### config.mk
export PLATFORM = sky130hd
export DESIGN_NAME = instr_dispatch_flat
export DESIGN_NICKNAME = d
export VERILOG_FILES = /design/src/rtl/instr_dispatch_pkg.sv /design/src/rtl/instr_dispatch_if.sv /design/src/rtl/instr_dispatch_rs_select.sv /design/src/rtl/instr_dispatch.sv /design/src/flat_wrapper.sv
export SDC_FILE = /design/constraint.sdc
export NUM_CORES = 1
export LEC_CHECK = 0
export ABC_CLOCK_PERIOD_IN_PS = 3550
export CAP_MARGIN = 15
export CORE_MARGIN = 5
export CORE_UTILIZATION = 42
export DETAILED_ROUTE_END_ITERATION = 10
export PLACE_DENSITY = 0.91
export SETUP_SLACK_MARGIN = 0.3
export SYNTH_ARGS = -nofsm -noshare
export SYNTH_HDL_FRONTEND = slang
export SYNTH_SLANG_ARGS = --single-unit
export TNS_END_PERCENT = 10
### constraint.sdc
create_clock -name clk -period 3.55 [get_ports clk]
set_input_delay 0.71 -clock clk [delete_from_list [all_inputs] [get_ports clk]]
set_output_delay 0.71 -clock clk [all_outputs]
set_load 0.01 [all_outputs]
### src/rtl/instr_dispatch_pkg.sv
// Shared constants for the dispatcher: opcodes, reservation-station tag map,
// FSM state encoding and instruction field positions.
package instr_dispatch_pkg;

    localparam logic [3:0] OP_ADD = 4'd0;
    localparam logic [3:0] OP_SUB = 4'd1;
    localparam logic [3:0] OP_MUL = 4'd2;

    localparam int TAG_NONE     = 0;
    localparam int TAG_ADD_BASE = 1;
    localparam int TAG_MUL_BASE = 4;
    localparam int N_ADD_RS     = 3;
    localparam int N_MUL_RS     = 2;
    localparam int RS_IDX_W     = 2;

    localparam int OP_LSB = 12;
    localparam int RD_LSB = 8;
    localparam int RS_LSB = 4;
    localparam int RT_LSB = 0;

    typedef enum logic [1:0] {
        ST_IDLE,
        ST_DECODE,
        ST_STALL,
        ST_ISSUE
    } state_e;

    function automatic logic op_is_add(input logic [3:0] op);
        return (op == OP_ADD) || (op == OP_SUB);
    endfunction

    function automatic logic op_is_mul(input logic [3:0] op);
        return (op == OP_MUL);
    endfunction

endpackage

### src/rtl/instr_dispatch_if.sv
// Dispatcher bus: instruction queue, station busy flags, register file and
// register-status read ports, CDB snoop and issue/status-update outputs.
interface instr_dispatch_if #(
    parameter int DATA_W = 16,
    parameter int TAG_W  = 3
);
    logic              Queue_Empty;
    logic [15:0]       Queue_Instr;
    logic              Pop;
    logic [2:0]        Add_Busy;
    logic [1:0]        Mul_Busy;
    logic [3:0]        Rf_Addr_J;
    logic [3:0]        Rf_Addr_K;
    logic [DATA_W-1:0] Rf_Data_J;
    logic [DATA_W-1:0] Rf_Data_K;
    logic [TAG_W-1:0]  Rst_Qi_J;
    logic [TAG_W-1:0]  Rst_Qi_K;
    logic              Cdb_Valid;
    logic [TAG_W-1:0]  Cdb_Tag;
    logic [DATA_W-1:0] Cdb_Data;
    logic              Issue_Valid;
    logic [TAG_W-1:0]  Issue_Tag;
    logic [3:0]        Issue_Op;
    logic [DATA_W-1:0] Issue_Vj;
    logic [DATA_W-1:0] Issue_Vk;
    logic [TAG_W-1:0]  Issue_Qj;
    logic [TAG_W-1:0]  Issue_Qk;
    logic              Rst_Write;
    logic [3:0]        Rst_Addr;
    logic [TAG_W-1:0]  Rst_Tag;
    logic              Illegal;

    modport master (
        input  Queue_Empty, Queue_Instr, Add_Busy, Mul_Busy,
               Rf_Data_J, Rf_Data_K, Rst_Qi_J, Rst_Qi_K,
               Cdb_Valid, Cdb_Tag, Cdb_Data,
        output Pop, Rf_Addr_J, Rf_Addr_K, Issue_Valid, Issue_Tag, Issue_Op,
               Issue_Vj, Issue_Vk, Issue_Qj, Issue_Qk,
               Rst_Write, Rst_Addr, Rst_Tag, Illegal
    );

    modport slave (
        output Queue_Empty, Queue_Instr, Add_Busy, Mul_Busy,
               Rf_Data_J, Rf_Data_K, Rst_Qi_J, Rst_Qi_K,
               Cdb_Valid, Cdb_Tag, Cdb_Data,
        input  Pop, Rf_Addr_J, Rf_Addr_K, Issue_Valid, Issue_Tag, Issue_Op,
               Issue_Vj, Issue_Vk, Issue_Qj, Issue_Qk,
               Rst_Write, Rst_Addr, Rst_Tag, Illegal
    );
endinterface

### src/rtl/instr_dispatch_rs_select.sv
// Priority picker: lowest-index clear bit of a busy vector plus a found flag.
// Latency: combinational. Backpressure: none (pure function of busy).
module rs_select #(
    parameter int N     = 3,
    parameter int IDX_W = 2
) (
    input  logic [N-1:0]     busy,
    output logic [IDX_W-1:0] idx,
    output logic             found
);
    always_comb begin
        found = 1'b0;
        idx   = '0;
        // Scan high to low so the lowest free index is the last one written.
        for (int i = N - 1; i >= 0; i--) begin
            if (!busy[i]) begin
                found = 1'b1;
                idx   = IDX_W'(i);
            end
        end
    end
endmodule

### src/rtl/instr_dispatch.sv
// Single-issue dispatcher: pops the queue head, picks a free station, issues.
// Latency: Pop at cycle N -> Issue_Valid at N+2; stalls in STALL while the class is full.
// Backpressure: no new Pop until back in IDLE. CDB bypass under DISPATCH_CDB_BYPASS_EN.
module instr_dispatch
    import instr_dispatch_pkg::*;
#(
    parameter int DATA_W = 16,
    parameter int TAG_W  = 3
) (
    input logic       clk,
    input logic       rst_n,
    instr_dispatch_if.master bus
);
    state_e            state_q, state_d;
    logic [15:0]       ir_q, ir_d;
    logic [TAG_W-1:0]  tag_q, tag_d;
    logic [DATA_W-1:0] vj_q, vj_d, vk_q, vk_d;
    logic [TAG_W-1:0]  qj_q, qj_d, qk_q, qk_d;
    logic              illegal_q, illegal_d;
    logic              pop;

    logic [3:0]          ir_op;
    logic [RS_IDX_W-1:0] add_idx, mul_idx;
    logic                add_found, mul_found;
    logic                sel_found;
    logic [TAG_W-1:0]    sel_tag;
    logic [DATA_W-1:0]   opnd_vj, opnd_vk;
    logic [TAG_W-1:0]    opnd_qj, opnd_qk;

    assign ir_op = ir_q[OP_LSB +: 4];

    rs_select #(.N(N_ADD_RS), .IDX_W(RS_IDX_W)) u_add_sel (
        .busy  (bus.Add_Busy),
        .idx   (add_idx),
        .found (add_found)
    );

    rs_select #(.N(N_MUL_RS), .IDX_W(RS_IDX_W)) u_mul_sel (
        .busy  (bus.Mul_Busy),
        .idx   (mul_idx),
        .found (mul_found)
    );

    always_comb begin
        sel_found = 1'b0;
        sel_tag   = TAG_W'(TAG_NONE);
        if (op_is_add(ir_op)) begin
            sel_found = add_found;
            sel_tag   = TAG_W'(TAG_ADD_BASE + int'(add_idx));
        end else if (op_is_mul(ir_op)) begin
            sel_found = mul_found;
            sel_tag   = TAG_W'(TAG_MUL_BASE + int'(mul_idx));
        end
    end

    // Operands as they would be captured this cycle; status tags are read
    // before this instruction's own status write, so Rd==Rs/Rt is safe.
    always_comb begin
        opnd_qj = bus.Rst_Qi_J;
        opnd_qk = bus.Rst_Qi_K;
        opnd_vj = (bus.Rst_Qi_J == TAG_W'(TAG_NONE)) ? bus.Rf_Data_J : '0;
        opnd_vk = (bus.Rst_Qi_K == TAG_W'(TAG_NONE)) ? bus.Rf_Data_K : '0;
`ifdef DISPATCH_CDB_BYPASS_EN
        if (bus.Cdb_Valid && (bus.Rst_Qi_J != TAG_W'(TAG_NONE)) && (bus.Cdb_Tag == bus.Rst_Qi_J)) begin
            opnd_vj = bus.Cdb_Data;
            opnd_qj = TAG_W'(TAG_NONE);
        end
        if (bus.Cdb_Valid && (bus.Rst_Qi_K != TAG_W'(TAG_NONE)) && (bus.Cdb_Tag == bus.Rst_Qi_K)) begin
            opnd_vk = bus.Cdb_Data;
            opnd_qk = TAG_W'(TAG_NONE);
        end
`endif
    end

`ifndef DISPATCH_CDB_BYPASS_EN
    logic cdb_unused;
    assign cdb_unused = ^{bus.Cdb_Valid, bus.Cdb_Tag, bus.Cdb_Data};
`endif

    always_comb begin
        state_d   = state_q;
        ir_d      = ir_q;
        tag_d     = tag_q;
        vj_d      = vj_q;
        vk_d      = vk_q;
        qj_d      = qj_q;
        qk_d      = qk_q;
        illegal_d = 1'b0;
        pop       = 1'b0;
        case (state_q)
            ST_IDLE: begin
                if (!bus.Queue_Empty) begin
                    pop     = 1'b1;
                    ir_d    = bus.Queue_Instr;
                    state_d = ST_DECODE;
                end
            end
            ST_DECODE, ST_STALL: begin
                if (!op_is_add(ir_op) && !op_is_mul(ir_op)) begin
                    illegal_d = 1'b1;
                    state_d   = ST_IDLE;
                end else begin
                    vj_d = opnd_vj;
                    vk_d = opnd_vk;
                    qj_d = opnd_qj;
                    qk_d = opnd_qk;
                    if (sel_found) begin
                        tag_d   = sel_tag;
                        state_d = ST_ISSUE;
                    end else begin
                        state_d = ST_STALL;
                    end
                end
            end
            ST_ISSUE: state_d = ST_IDLE;
            default:  state_d = ST_IDLE;
        endcase
    end

    always_ff @(posedge clk or negedge rst_n) begin
        if (!rst_n) begin
            state_q   <= ST_IDLE;
            ir_q      <= '0;
            tag_q     <= '0;
            vj_q      <= '0;
            vk_q      <= '0;
            qj_q      <= '0;
            qk_q      <= '0;
            illegal_q <= 1'b0;
        end else begin
            state_q   <= state_d;
            ir_q      <= ir_d;
            tag_q     <= tag_d;
            vj_q      <= vj_d;
            vk_q      <= vk_d;
            qj_q      <= qj_d;
            qk_q      <= qk_d;
            illegal_q <= illegal_d;
        end
    end

    // Pop is decoded from IDLE, which is also the reset state, so it is
    // qualified with reset to stay low while reset is held.
    assign bus.Pop         = pop & rst_n;
    assign bus.Rf_Addr_J   = ir_q[RS_LSB +: 4];
    assign bus.Rf_Addr_K   = ir_q[RT_LSB +: 4];
    assign bus.Issue_Valid = (state_q == ST_ISSUE);
    assign bus.Issue_Tag   = tag_q;
    assign bus.Issue_Op    = ir_op;
    assign bus.Issue_Vj    = vj_q;
    assign bus.Issue_Vk    = vk_q;
    assign bus.Issue_Qj    = qj_q;
    assign bus.Issue_Qk    = qk_q;
    assign bus.Rst_Write   = (state_q == ST_ISSUE);
    assign bus.Rst_Addr    = ir_q[RD_LSB +: 4];
    assign bus.Rst_Tag     = tag_q;
    assign bus.Illegal     = illegal_q;

endmodule

### src/flat_wrapper.sv
// flat-port wrapper written by rule: the top's interface ports become plain ports
module instr_dispatch_flat import instr_dispatch_pkg::*;
#(
    parameter int DATA_W = 16,
    parameter int TAG_W  = 3
)
  (clk, rst_n, bus_Queue_Empty, bus_Queue_Instr, bus_Add_Busy, bus_Mul_Busy, bus_Rf_Data_J, bus_Rf_Data_K, bus_Rst_Qi_J, bus_Rst_Qi_K, bus_Cdb_Valid, bus_Cdb_Tag, bus_Cdb_Data, bus_Pop, bus_Rf_Addr_J, bus_Rf_Addr_K, bus_Issue_Valid, bus_Issue_Tag, bus_Issue_Op, bus_Issue_Vj, bus_Issue_Vk, bus_Issue_Qj, bus_Issue_Qk, bus_Rst_Write, bus_Rst_Addr, bus_Rst_Tag, bus_Illegal);
  instr_dispatch_if #(.DATA_W(DATA_W), .TAG_W(TAG_W)) bus_i ();
  input logic clk;
  input logic rst_n;
  input wire logic [$bits(bus_i.Queue_Empty)-1:0] bus_Queue_Empty;
  input wire logic [$bits(bus_i.Queue_Instr)-1:0] bus_Queue_Instr;
  input wire logic [$bits(bus_i.Add_Busy)-1:0] bus_Add_Busy;
  input wire logic [$bits(bus_i.Mul_Busy)-1:0] bus_Mul_Busy;
  input wire logic [$bits(bus_i.Rf_Data_J)-1:0] bus_Rf_Data_J;
  input wire logic [$bits(bus_i.Rf_Data_K)-1:0] bus_Rf_Data_K;
  input wire logic [$bits(bus_i.Rst_Qi_J)-1:0] bus_Rst_Qi_J;
  input wire logic [$bits(bus_i.Rst_Qi_K)-1:0] bus_Rst_Qi_K;
  input wire logic [$bits(bus_i.Cdb_Valid)-1:0] bus_Cdb_Valid;
  input wire logic [$bits(bus_i.Cdb_Tag)-1:0] bus_Cdb_Tag;
  input wire logic [$bits(bus_i.Cdb_Data)-1:0] bus_Cdb_Data;
  output wire logic [$bits(bus_i.Pop)-1:0] bus_Pop;
  output wire logic [$bits(bus_i.Rf_Addr_J)-1:0] bus_Rf_Addr_J;
  output wire logic [$bits(bus_i.Rf_Addr_K)-1:0] bus_Rf_Addr_K;
  output wire logic [$bits(bus_i.Issue_Valid)-1:0] bus_Issue_Valid;
  output wire logic [$bits(bus_i.Issue_Tag)-1:0] bus_Issue_Tag;
  output wire logic [$bits(bus_i.Issue_Op)-1:0] bus_Issue_Op;
  output wire logic [$bits(bus_i.Issue_Vj)-1:0] bus_Issue_Vj;
  output wire logic [$bits(bus_i.Issue_Vk)-1:0] bus_Issue_Vk;
  output wire logic [$bits(bus_i.Issue_Qj)-1:0] bus_Issue_Qj;
  output wire logic [$bits(bus_i.Issue_Qk)-1:0] bus_Issue_Qk;
  output wire logic [$bits(bus_i.Rst_Write)-1:0] bus_Rst_Write;
  output wire logic [$bits(bus_i.Rst_Addr)-1:0] bus_Rst_Addr;
  output wire logic [$bits(bus_i.Rst_Tag)-1:0] bus_Rst_Tag;
  output wire logic [$bits(bus_i.Illegal)-1:0] bus_Illegal;
  assign bus_i.Queue_Empty = bus_Queue_Empty;
  assign bus_i.Queue_Instr = bus_Queue_Instr;
  assign bus_i.Add_Busy = bus_Add_Busy;
  assign bus_i.Mul_Busy = bus_Mul_Busy;
  assign bus_i.Rf_Data_J = bus_Rf_Data_J;
  assign bus_i.Rf_Data_K = bus_Rf_Data_K;
  assign bus_i.Rst_Qi_J = bus_Rst_Qi_J;
  assign bus_i.Rst_Qi_K = bus_Rst_Qi_K;
  assign bus_i.Cdb_Valid = bus_Cdb_Valid;
  assign bus_i.Cdb_Tag = bus_Cdb_Tag;
  assign bus_i.Cdb_Data = bus_Cdb_Data;
  assign bus_Pop = bus_i.Pop;
  assign bus_Rf_Addr_J = bus_i.Rf_Addr_J;
  assign bus_Rf_Addr_K = bus_i.Rf_Addr_K;
  assign bus_Issue_Valid = bus_i.Issue_Valid;
  assign bus_Issue_Tag = bus_i.Issue_Tag;
  assign bus_Issue_Op = bus_i.Issue_Op;
  assign bus_Issue_Vj = bus_i.Issue_Vj;
  assign bus_Issue_Vk = bus_i.Issue_Vk;
  assign bus_Issue_Qj = bus_i.Issue_Qj;
  assign bus_Issue_Qk = bus_i.Issue_Qk;
  assign bus_Rst_Write = bus_i.Rst_Write;
  assign bus_Rst_Addr = bus_i.Rst_Addr;
  assign bus_Rst_Tag = bus_i.Rst_Tag;
  assign bus_Illegal = bus_i.Illegal;
  instr_dispatch #(.DATA_W(DATA_W), .TAG_W(TAG_W)) u_core (.clk(clk), .rst_n(rst_n), .bus(bus_i));
endmodule
==> results.md, run 1 <==
* Crit path arrival time at 2.01 ns
* Post-synth EDFFs at 0
* Peak supply drop at 0.4952 mV
* DR vias at 2,123
* Mapped Cells at 205
* Die area at 0.007988 sq mm
* Final setup vio count at 0
* Drt total wl at 6971 um
* Worst hold slack at 0.4743 ns
* Met3 WL at 588 um
* Worst skew pair latency at 0.31 ns
* Flop-to-flop setup slack at 1.36 ns
* Synth top area cells: dfrtp_1, a21bo_1, nand4_1
* Pre-CTS setup slack at 0.8218 ns
* Pin count of the biggest net entering global routing at 61
* Worst Setup SP: bus_Queue_Empty
* # resized after CTS at 0
* Most frequent cells after synthesis: dfrtp_1, a21bo_1, nand4_1, mux2_2, mux2_1
* Total gr overflow at 0
* Clk sink count at 60
* Max-slew violation count at 0
* Min Tclk post-route at 2.723 ns
* P_leak at 0.002002 uW
* CP required at 2.84 ns
* Count leader, synth: dfrtp_1
* Met1 WL at 2869 um
* Worst setup SP type: input port
* Placeable Area at 0.006241 sq mm
* Post-CTS Setup Bufs at 0
* Final Hold Fails at 0
* Final design utilization at 0.6608
* FF-to-FF End: u_core.bus.Issue_Qk[0]
* Die Y at 89.38 um
* Critical Path Sink Type: output port
* Layout Area Growth over Synthesis at 55.84%
* Syn nets at 290
* Gate power share at 0.492
* Layout cells sized above 1 at 0.1205
* MaxCap Viol Count at 0
* Clk root buf: clkbuf_8
* Final TNS setup at 0 ns
* Top_reg_cell synth: dfrtp_1
* Crit-path max FO at 3
* Iter 0 DRT Violations at 80
* First-pass GRT wire length at 11,090 um
* Hold/Removal Path Class: register to register
* Nets at 413
* Met2 wire length at 3414 um
* Total global-route track usage at 0.1807
* Antenna violations before repair at 0
* Hold worst-path end: u_core.bus.Issue_Vj[15]
* Fmax at 367.2 MHz
* Pint at 2324 uW
* Clock power frac at 0.159
* # DRC at 0
* CTS tree: done
* Mean Syn Cell Area at 12.91 sq um
* N_diodes at 0
* Final WS setup at 0.8265 ns
* Top-Level Pins at 146
* Site Rows at 29
* Antenna-violating nets left at 0
* Outcome: complete, no violations
* Sw frac at 0.3474
* H-tree levels at 3
* Hold Crit Depth at 1
* Worst Reg-to-Reg Cells at 6
* Clk_skew at 0.008420 ns
* Final worst path period share at 0.7672
* Hold buffer count at cts at 0
* Yosys reg bits at 60
* Uppermost routed layer: met4
* Synth cell types at 30
* Critical path type: input port to output port
* Switch Pwr at 1237 uW
* Relative slew slack at 0.3552
* Dominant cell type by area after synthesis: dfrtp_1
* CTS buffer count at 9
* Hold Path Origin: u_core.bus.Issue_Vj[15]
* RSZ-0062 raised after global routing: no
* PwrDens at 863.5 mW/mm^2
* Sequential element share of the synthesized area at 0.5674
* 1st-pass router iterations at 4
* Mapped Area at 0.002646 sq mm
* Initial core utilization at 0.4240
* Max Root-Sink Buffers at 2
* Hpwl dp at 5188 um
* Vias in the first global route at 2,286
* Width of the chip at 89.38 um
* Post-synth ARST share at 1.000
* Sequential share of power at 0.349
* Port bufs at 125
* Yosys warns at 0
* Worst Tran Pin Value at 0.9620 ns
* Reg clk slew, reported paths at 0.06 ns
* Yosys top cell area share at 0.5674
* Worst r2r src: u_core.state_q[1]
* Via density at 5.191
* GP Congestion at 0.7782
* WL/cell at 17.04 um
## power by group through the flow
stage / Clock, uW / Sequential [uW] / Combinational (uW)
after global placement: 0 / 1230 / 1740
final: 566 / 1240 / 1750
after CTS: 589 / 1250 / 1780
after global routing: 630 / 1290 / 1890
after detailed placement: 0 / 1260 / 1770
after floorplan: 0 / 1390 / 693
## routing by layer
layer  up-vias  GRT usage
li1        997          -
met1      1037     0.2211
met2        79     0.2987
met3        10    0.05622
met4         0    0.06901
met5         -          0
## layout by cell type, fill, tap and decap left out, types with 2 or more instances in the layout
cell type | Yosys | routed
nand3_1 | 2 | 2
a21bo_1 | 32 | 32
nor2_1 | 2 | 2
clkdlybuf4s50_1 | 0 | 124
ha_1 | 3 | 3
nand2_1 | 5 | 5
mux2_1 | 8 | 8
mux2_2 | 16 | 16
dfrtp_1 | 60 | 60
buf_4 | 4 | 6
inv_1 | 7 | 7
nor3_1 | 3 | 2
nand4_1 | 32 | 32
clkbuf_8 | 0 | 13
nand2b_1 | 3 | 3
## sequential cells by signal, summed over array words and instances (netlist names)
name and count:
u_core.ir_q 16, u_core.bus.Issue_Qj 3, u_core.state_q 2, u_core.bus.Issue_Qk 3, u_core.bus.Issue_Vj 16, u_core.bus.Illegal 1
u_core.bus.Issue_Vk 16, u_core.bus.Issue_Tag 3
## worst max-delay path, cell delays in order
cell and delay (ns):
clkdlybuf4s50_1 0.44, nor2b_1 0.15, and2_1 0.17, clkdlybuf4s50_1 0.54
## kinds of logic after synthesis
family,Yosys count,synth area share
muxes,25,0.1059
and+or+nand+nor,51,0.1158
adders and majority gates,3,0.01419
buffers and inverters,26,0.04870
DFF,60,0.5674
AOI/OAI and AO/OA,40,0.1480
## stage by stage
| stage | instance area [sq um] | total power (uW) | std cells |
|---|---|---|---|
| 6_report | 4124 | 3561 | 409 |
| 5_1_grt | 4124 | 3806 | 409 |
| 4_1_cts | 4124 | 3615 | 409 |
| 3_5_place_dp | 3936 | 3032 | 394 |
| 3_3_place_gp | 3936 | 2971 | 394 |
| 2_1_floorplan | 2646 | 2080 | 205 |
## worst max path at each step
stage                     endpoint  cells past startpoint
after detailed placement   bus_Pop                      4
after floorplan            bus_Pop                      4
after global routing       bus_Pop                      4
final                      bus_Pop                      4
after CTS                  bus_Pop                      4
after global placement     bus_Pop                      4
## cell type report
cell class,instances,area (sq um)
Sequential cell,60,1501
Inverter,7,26.28
Fill cell,462,2117
Clock buffer,14,182.7
Multi-Input combinational cell,119,1021
Clock inverter,1,5.005
Tap cell,77,96.34
Timing Repair Buffer,131,1291
Power figures use the tool's default switching activity.
==> run 2, diff against run 1 <==
--- a/config.mk
+++ b/config.mk
@@ -5,12 +5,12 @@
 export SDC_FILE = /design/constraint.sdc
 export NUM_CORES = 1
 export LEC_CHECK = 0
-export ABC_CLOCK_PERIOD_IN_PS = 3550
+export ABC_CLOCK_PERIOD_IN_PS = 2700
 export CAP_MARGIN = 15
 export CORE_MARGIN = 5
-export CORE_UTILIZATION = 42
+export CORE_UTILIZATION = 39
 export DETAILED_ROUTE_END_ITERATION = 10
-export PLACE_DENSITY = 0.91
+export PLACE_DENSITY = 0.86
 export SETUP_SLACK_MARGIN = 0.3
 export SYNTH_ARGS = -nofsm -noshare
 export SYNTH_HDL_FRONTEND = slang
==> constraint.sdc (replaced) <==
create_clock -name clk -period 2.7 [get_ports clk]
set_input_delay 0.54 -clock clk [delete_from_list [all_inputs] [get_ports clk]]
set_output_delay 0.54 -clock clk [all_outputs]
set_load 0.01 [all_outputs]
==> results.md, run 2 (synthesized netlist as in run 1, its figures left out) <==
* Peak supply drop at 0.6257 mV (was 0.4952 mV)
* Critical path type: register to register (was input port to output port)
* Antenna violations before repair at 0 (unchanged)
* Final Hold Fails at 0 (unchanged)
* Nets at 415 (was 413)
* Iter 0 DRT Violations at 50 (was 80)
* Vias in the first global route at 2,265 (was 2,286)
* CTS buffer count at 9 (unchanged)
* GR peak layer: met2 (unchanged)
* Worst Tran Pin Value at 0.7491 ns (was 0.9620 ns)
* Most frequent cells in the layout: clkdlybuf4s50_1, dfrtp_1, nand4_1, a21bo_1, mux2_2 (unchanged)
* Total global-route track usage at 0.1730 (was 0.1807)
* Met3 usage at 0.05280 (was 0.05622)
* Crit path max-delay family: adder cells (was buffers and inverters)
* CTS tree: done (unchanged)
* PwrDens at 1147 mW/mm^2 (was 863.5 mW/mm^2)
* RSZ-0062 raised after global routing: no (unchanged)
* # DRC at 0 (unchanged)
* Reg area at 0.001501 sq mm (unchanged)
* Min Tclk post-route at 2.194 ns
* Fmax at 455.8 MHz
* Port bufs at 125 (unchanged)
* Site Rows at 30 (was 29)
* DR vias at 2,105 (was 2,123)
* N_diodes at 0 (unchanged)
* Placeable Area at 0.006681 sq mm (was 0.006241 sq mm)
* Worst setup SP type: register (was input port)
* Slowest cell delay on critical path at 0.63 ns (was 0.54 ns)
* Multi-input gate area at 0.001026 sq mm (was 0.001021 sq mm)
* 1st-pass router iterations at 4 (unchanged)
* Crit-path slowest cell: ha_1 (was clkdlybuf4s50_1)
* GRT met2 Usage at 0.2743 (was 0.2987)
* Routing usage on met1 at 0.2250 (was 0.2211)
* Via density at 5.072 (was 5.191)
* Layout cells sized above 1 at 0.1343 (was 0.1205)
* Die area at 0.008533 sq mm (was 0.007988 sq mm)
* Worst skew pair latency at 0.33 ns (was 0.31 ns)
* Layout Area Growth over Synthesis at 57.21% (was 55.84%)
* Total gr overflow at 0 (unchanged)
* CP Depth at 5 (was 4)
* FILL cells at 570 (was 462)
* Ordered list of cells on the worst path: inv_1 > ha_1 > nand2_1 > buf_4 > mux2_1 (was clkdlybuf4s50_1 > nor2b_1 > and2_1 > clkdlybuf4s50_1)
* Reg clk slew, reported paths at 0.08 ns (was 0.06 ns)
* Max-slew violation count at 0 (unchanged)
* Antenna-violating nets left at 0 (unchanged)
* Clk sink count at 60 (unchanged)
* P_leak at 0.002027 uW (was 0.002002 uW)
* Initial core utilization at 0.3961 (was 0.4240)
* Max Root-Sink Buffers at 2 (unchanged)
* WL/cell at 17.10 um (was 17.04 um)
* Die Y at 92.38 um (was 89.38 um)
* Final worst path period share at 0.8125
* FF-to-FF End: u_core.bus.Issue_Qk[2] (was u_core.bus.Issue_Qk[0])
* Hold buffer count at cts at 0 (unchanged)
* Placed inst area at 0.003960 sq mm (was 0.003936 sq mm)
* Post-route cell area at 0.004160 sq mm (was 0.004124 sq mm)
* Crit path to: u_core.bus.Issue_Qk[2] (was bus_Pop)
* Worst Reg-to-Reg Cells at 5 (was 6)
* MaxCap Viol Count at 0 (unchanged)
* Relative slew slack at 0.5006 (was 0.3552)
* Clk root buf: clkbuf_8 (unchanged)
* Most common cell after layout, fill and taps aside: clkdlybuf4s50_1 (unchanged)
* Crit path arrival time at 2.39 ns (was 2.01 ns)
* H-tree levels at 3 (unchanged)
* CP required at 2.90 ns (was 2.84 ns)
* Top-Level Pins at 146 (unchanged)
* Flop-to-flop setup slack at 0.51 ns (was 1.36 ns)
* Width of the chip at 92.38 um (was 89.38 um)
* Clk_skew at 0.01126 ns (was 0.008420 ns)
* Hpwl dp at 5166 um (was 5188 um)
* Crit-path max FO at 17 (was 3)
* Worst r2r src: u_core.state_q[1] (unchanged)
* Critical Path Sink Type: register (was output port)
* Worst Setup SP: u_core.state_q[1] (was bus_Queue_Empty)
* Final TNS setup at 0 ns (unchanged)
* Hold/Removal Path Class: input port to asynchronous set/reset pin (was register to register)
* Buf+Inv Stages, Crit Path at 2 (unchanged)
* GP Congestion at 0.7237 (was 0.7782)
* First-pass GRT wire length at 11,650 um (was 11,090 um)
* Outcome: complete, no violations (unchanged)
* Pin count of the biggest net entering global routing at 61 (unchanged)
* Final setup vio count at 0 (unchanged)
* Drt total wl at 7096 um (was 6971 um)
[run 2: changes by cell type in the layout (fill, tap and decap cells not counted), sizes merged]
cell           previous run  this run
dlygate4sd2               0         1
clkbuf                   14        11
clkinv                    1         4
buf                       7         9
bufinv                    0         1
clkdlybuf4s50           124       123
[run 2: power by group]
part           total, uW  leakage (uW)  switching, uW  internal [uW]
Sequential          1640      0.000776            302           1340
Clock                809      0.000109            339            470
Combinational       2320       0.00114           1020           1300
Total               4770       0.00203           1660           3110
[run 2: final cells by class]
cell class,instances,area share
Clock buffer,11,0.03639
Clock inverter,5,0.01203
Inverter,7,0.006316
Multi-Input combinational cell,119,0.2466
Sequential cell,60,0.3609
Tap cell,80,0.02406
Timing Repair Buffer,133,0.3137
[run 2: worst min path at each step]
| stage | to | slack (ns) | cells after the start |
|---|---|---|---|
| 2_1_floorplan | u_core.bus.Illegal | 0.24 | 0 |
| 3_3_place_gp | u_core.bus.Issue_Vk[10] | 0.46 | 1 |
| 3_5_place_dp | u_core.bus.Issue_Vj[1] | 0.47 | 1 |
| 4_1_cts | u_core.bus.Issue_Vk[3] | 0.46 | 2 |
| 5_1_grt | u_core.bus.Issue_Vk[5] | 0.49 | 1 |
| 6_report | u_core.bus.Issue_Vk[3] | 0.44 | 2 |
[run 2: timing repair]
action,4_1_cts,5_1_grt
gates resized for setup,1,0
setup endpoints to repair,1,0
setup buffers,0,0
[run 2: metal layers]
metal	routed length, um	share of wire
met3	545	0.077
met2	3452	0.49
met5	0	0
met4	78	0.011
met1	3020	0.43
[run 2: per-stage QoR]
| step | util | worst slack [ns] | total power (uW) | cells | hold slack, ns |
|---|---|---|---|---|---|
| floorplan | - | 0.8476 | 2735 | 205 | 0.2444 |
| global placement | 0.5927 | 0.3188 | 3940 | 399 | 0.4606 |
| detailed placement | 0.5927 | 0.3123 | 4014 | 399 | 0.4667 |
| CTS | 0.6227 | 0.4566 | 4845 | 415 | 0.4593 |
| global route | 0.6227 | 0.3496 | 5077 | 415 | 0.4903 |
| finish | 0.6227 | 0.5062 | 4770 | 415 | 0.4397 |
==> run 3, diff against run 2 <==
--- a/config.mk
+++ b/config.mk
@@ -5,7 +5,7 @@
 export SDC_FILE = /design/constraint.sdc
 export NUM_CORES = 1
 export LEC_CHECK = 0
-export ABC_CLOCK_PERIOD_IN_PS = 2700
+export ABC_CLOCK_PERIOD_IN_PS = 2150
 export CAP_MARGIN = 15
 export CORE_MARGIN = 5
 export CORE_UTILIZATION = 39
==> constraint.sdc (replaced) <==
create_clock -name clk -period 2.15 [get_ports clk]
set_input_delay 0.43 -clock clk [delete_from_list [all_inputs] [get_ports clk]]
set_output_delay 0.43 -clock clk [all_outputs]
set_load 0.01 [all_outputs]
==> results.md, run 3 (synthesized netlist as in run 1, its figures left out) <==
* Outcome: complete, no violations (unchanged)
* Layout cells sized above 1 at 0.1652 (was 0.1343)
* Clock power frac at 0.167 (was 0.170)
* Vias in the first global route at 2,262 (was 2,265)
* Layout Area Growth over Synthesis at 59.76% (was 57.21%)
* Die area at 0.008533 sq mm (unchanged)
* Fmax at 536.2 MHz
* Die Y at 92.38 um (unchanged)
* GP Congestion at 0.7269 (was 0.7237)
* Pre-CTS setup slack at 0.04515 ns (was 0.3123 ns)
* Via density at 5.091 (was 5.072)
* H-tree levels at 3 (unchanged)
* Final TNS setup at 0 ns (unchanged)
* CTS buffer count at 9 (unchanged)
* Pint at 4021 uW (was 3106 uW)
* Antenna violations before repair at 0 (unchanged)
* Ordered list of cells on the worst path: clkdlybuf4s50_1 (was inv_1 > ha_1 > nand2_1 > buf_4 > mux2_1)
* Gate power share at 0.498 (was 0.486)
* Worst hold slack at 0.3206 ns (was 0.4397 ns)
* Final setup vio count at 0 (unchanged)
* Width of the chip at 92.38 um (unchanged)
* Crit path arrival time at 1.43 ns (was 2.39 ns)
* Crit-path slowest cell: clkdlybuf4s50_1 (was ha_1)
* Initial core utilization at 0.3961 (unchanged)
* Antenna-violating nets left at 0 (unchanged)
* Sw frac at 0.3445 (was 0.3488)
* Pin count of the biggest net entering global routing at 61 (unchanged)
* Critical Path Sink Type: output port (was register)
* CP required at 1.72 ns (was 2.90 ns)
* Relative slew slack at 0.4983 (was 0.5006)
* PwrDens at 1451 mW/mm^2 (was 1147 mW/mm^2)
* Total global-route track usage at 0.1756 (was 0.1730)
* Final Hold Fails at 0 (unchanged)
* Reg clk slew, reported paths at 0.07 ns (was 0.08 ns)
* Final WS setup at 0.2851 ns (was 0.5062 ns)
* Crit path max-delay family: buffers and inverters (was adder cells)
* Port bufs at 125 (unchanged)
* RSZ-0062 raised after global routing: yes (was no)
* Peak supply drop at 0.7546 mV (was 0.6257 mV)
* Site Rows at 30 (unchanged)
* Nets at 419 (was 415)
* Max Root-Sink Buffers at 2 (unchanged)
* Multi-input gate area at 0.001051 sq mm (was 0.001026 sq mm)
* DR vias at 2,133 (was 2,105)
* Min Tclk post-route at 1.865 ns
* P_leak at 0.002069 uW (was 0.002027 uW)
* MaxCap Viol Count at 0 (unchanged)
* Top-Level Pins at 146 (unchanged)
* Switch Pwr at 2113 uW (was 1664 uW)
* Worst setup SP type: register (unchanged)
* Most common cell after layout, fill and taps aside: clkdlybuf4s50_1 (unchanged)
* Drt total wl at 7185 um (was 7096 um)
* Critical path type: register to output port (was register to register)
* Buf+Inv Stages, Crit Path at 1 (was 2)
* Clk_skew at 0.009116 ns (was 0.01126 ns)
* Sequential share of power at 0.335 (was 0.344)
* Most frequent cells in the layout: clkdlybuf4s50_1, dfrtp_1, nand4_1, a21bo_1, mux2_2 (unchanged)
* FILL cells at 546 (was 570)
* Total gr overflow at 0 (unchanged)
* # DRC at 0 (unchanged)
* Clk sink count at 60 (unchanged)
* Worst Tran Pin Value at 0.7526 ns (was 0.7491 ns)
* WL/cell at 17.15 um (was 17.10 um)
* Hold/Removal Path Class: input port to asynchronous set/reset pin (unchanged)
* CTS tree: done (unchanged)
* Worst skew pair latency at 0.33 ns (about the same)
* Hold buffer count at cts at 0 (unchanged)
* 1st-pass router iterations at 5 (was 4)
* N_diodes at 0 (unchanged)
* Placeable Area at 0.006681 sq mm (unchanged)
* Slowest cell delay on critical path at 0.60 ns (was 0.63 ns)
* Final worst path period share at 0.8674
* First-pass GRT wire length at 11,700 um (was 11,650 um)
* Iter 0 DRT Violations at 73 (was 50)
* Hpwl dp at 5346 um (was 5166 um)
* Reg area at 0.001503 sq mm (was 0.001501 sq mm)
* Max-slew violation count at 0 (unchanged)
* Clk root buf: clkbuf_8 (unchanged)
* Crit-path max FO at 7 (was 17)
run 3: cell types whose count changed in the layout (fill, tap and decap cells not counted), moves of 2 or more:
cell / delta
buf_4: +3
clkdlybuf4s50_1: -2
clkinv_2: -2
ha_1: -2
inv_1: -2
inv_2: +2
run 3: through the flow:
step           power [uW]    util  std cells  instance area [sq um]
2_1_floorplan        3434       -        205                   2646
3_3_place_gp         4992  0.5968        401                   3988
3_5_place_dp         5082  0.5968        401                   3988
4_1_cts              6175  0.6298        417                   4208
5_1_grt              6538  0.6328        419                   4228
6_report             6134  0.6328        419                   4228
run 3: timing repair:
| action | CTS | global route |
|---|---|---|
| endpoints found under the setup margin | 6 | 6 |
| pin swaps | 1 | 1 |
| resized for setup | 10 | 5 |
| buffers inserted | 0 | 2 |
| gates cloned | 0 | 0 |
run 3: path summary, 6_finish.rpt:
path	from	endpoint	slack, ns	cells past startpoint
worst max-delay path	u_core.ir_q[14]	bus_Issue_Op[2]	0.29	1
max in group asynchronous	rst_n	u_core.ir_q[15]	1.29	2
worst max register to register	u_core.state_q[0]	u_core.bus.Issue_Tag[0]	0.45	5
worst min register to register	u_core.bus.Issue_Vj[9]	u_core.bus.Issue_Vj[9]	0.48	1
worst min-delay path	rst_n	u_core.ir_q[8]	0.32	2
min in group clk	u_core.bus.Issue_Vj[9]	u_core.bus.Issue_Vj[9]	0.48	1
run 3: area by class of cell:
| cell class | count | share of cell area |
|---|---|---|
| repair buffers | 137 | 0.3181 |
| well taps | 80 | 0.02368 |
| inverters | 7 | 0.006215 |
| clock buffers | 12 | 0.03670 |
| clock inverters | 4 | 0.01125 |
| flip-flops and latches | 60 | 0.3554 |
| multi-input cells | 119 | 0.2486 |
run 3: routing by layer:
layer	global-route usage	up-vias	share of wire
li1	-	1003	-
met1	0.2111	1046	0.40
met2	0.2937	77	0.51
met3	0.06742	7	0.081
met4	0.04827	0	0.0082
met5	0	-	0
run 3: power by group through the flow:
stage | Clock [uW] | Combinational [uW] | Sequential (uW)
floorplan | 0 | 1140 | 2290
global placement | 0 | 2950 | 2040
detailed placement | 0 | 3000 | 2080
CTS | 1050 | 3060 | 2060
global route | 1100 | 3290 | 2150
finish | 1020 | 3060 | 2050
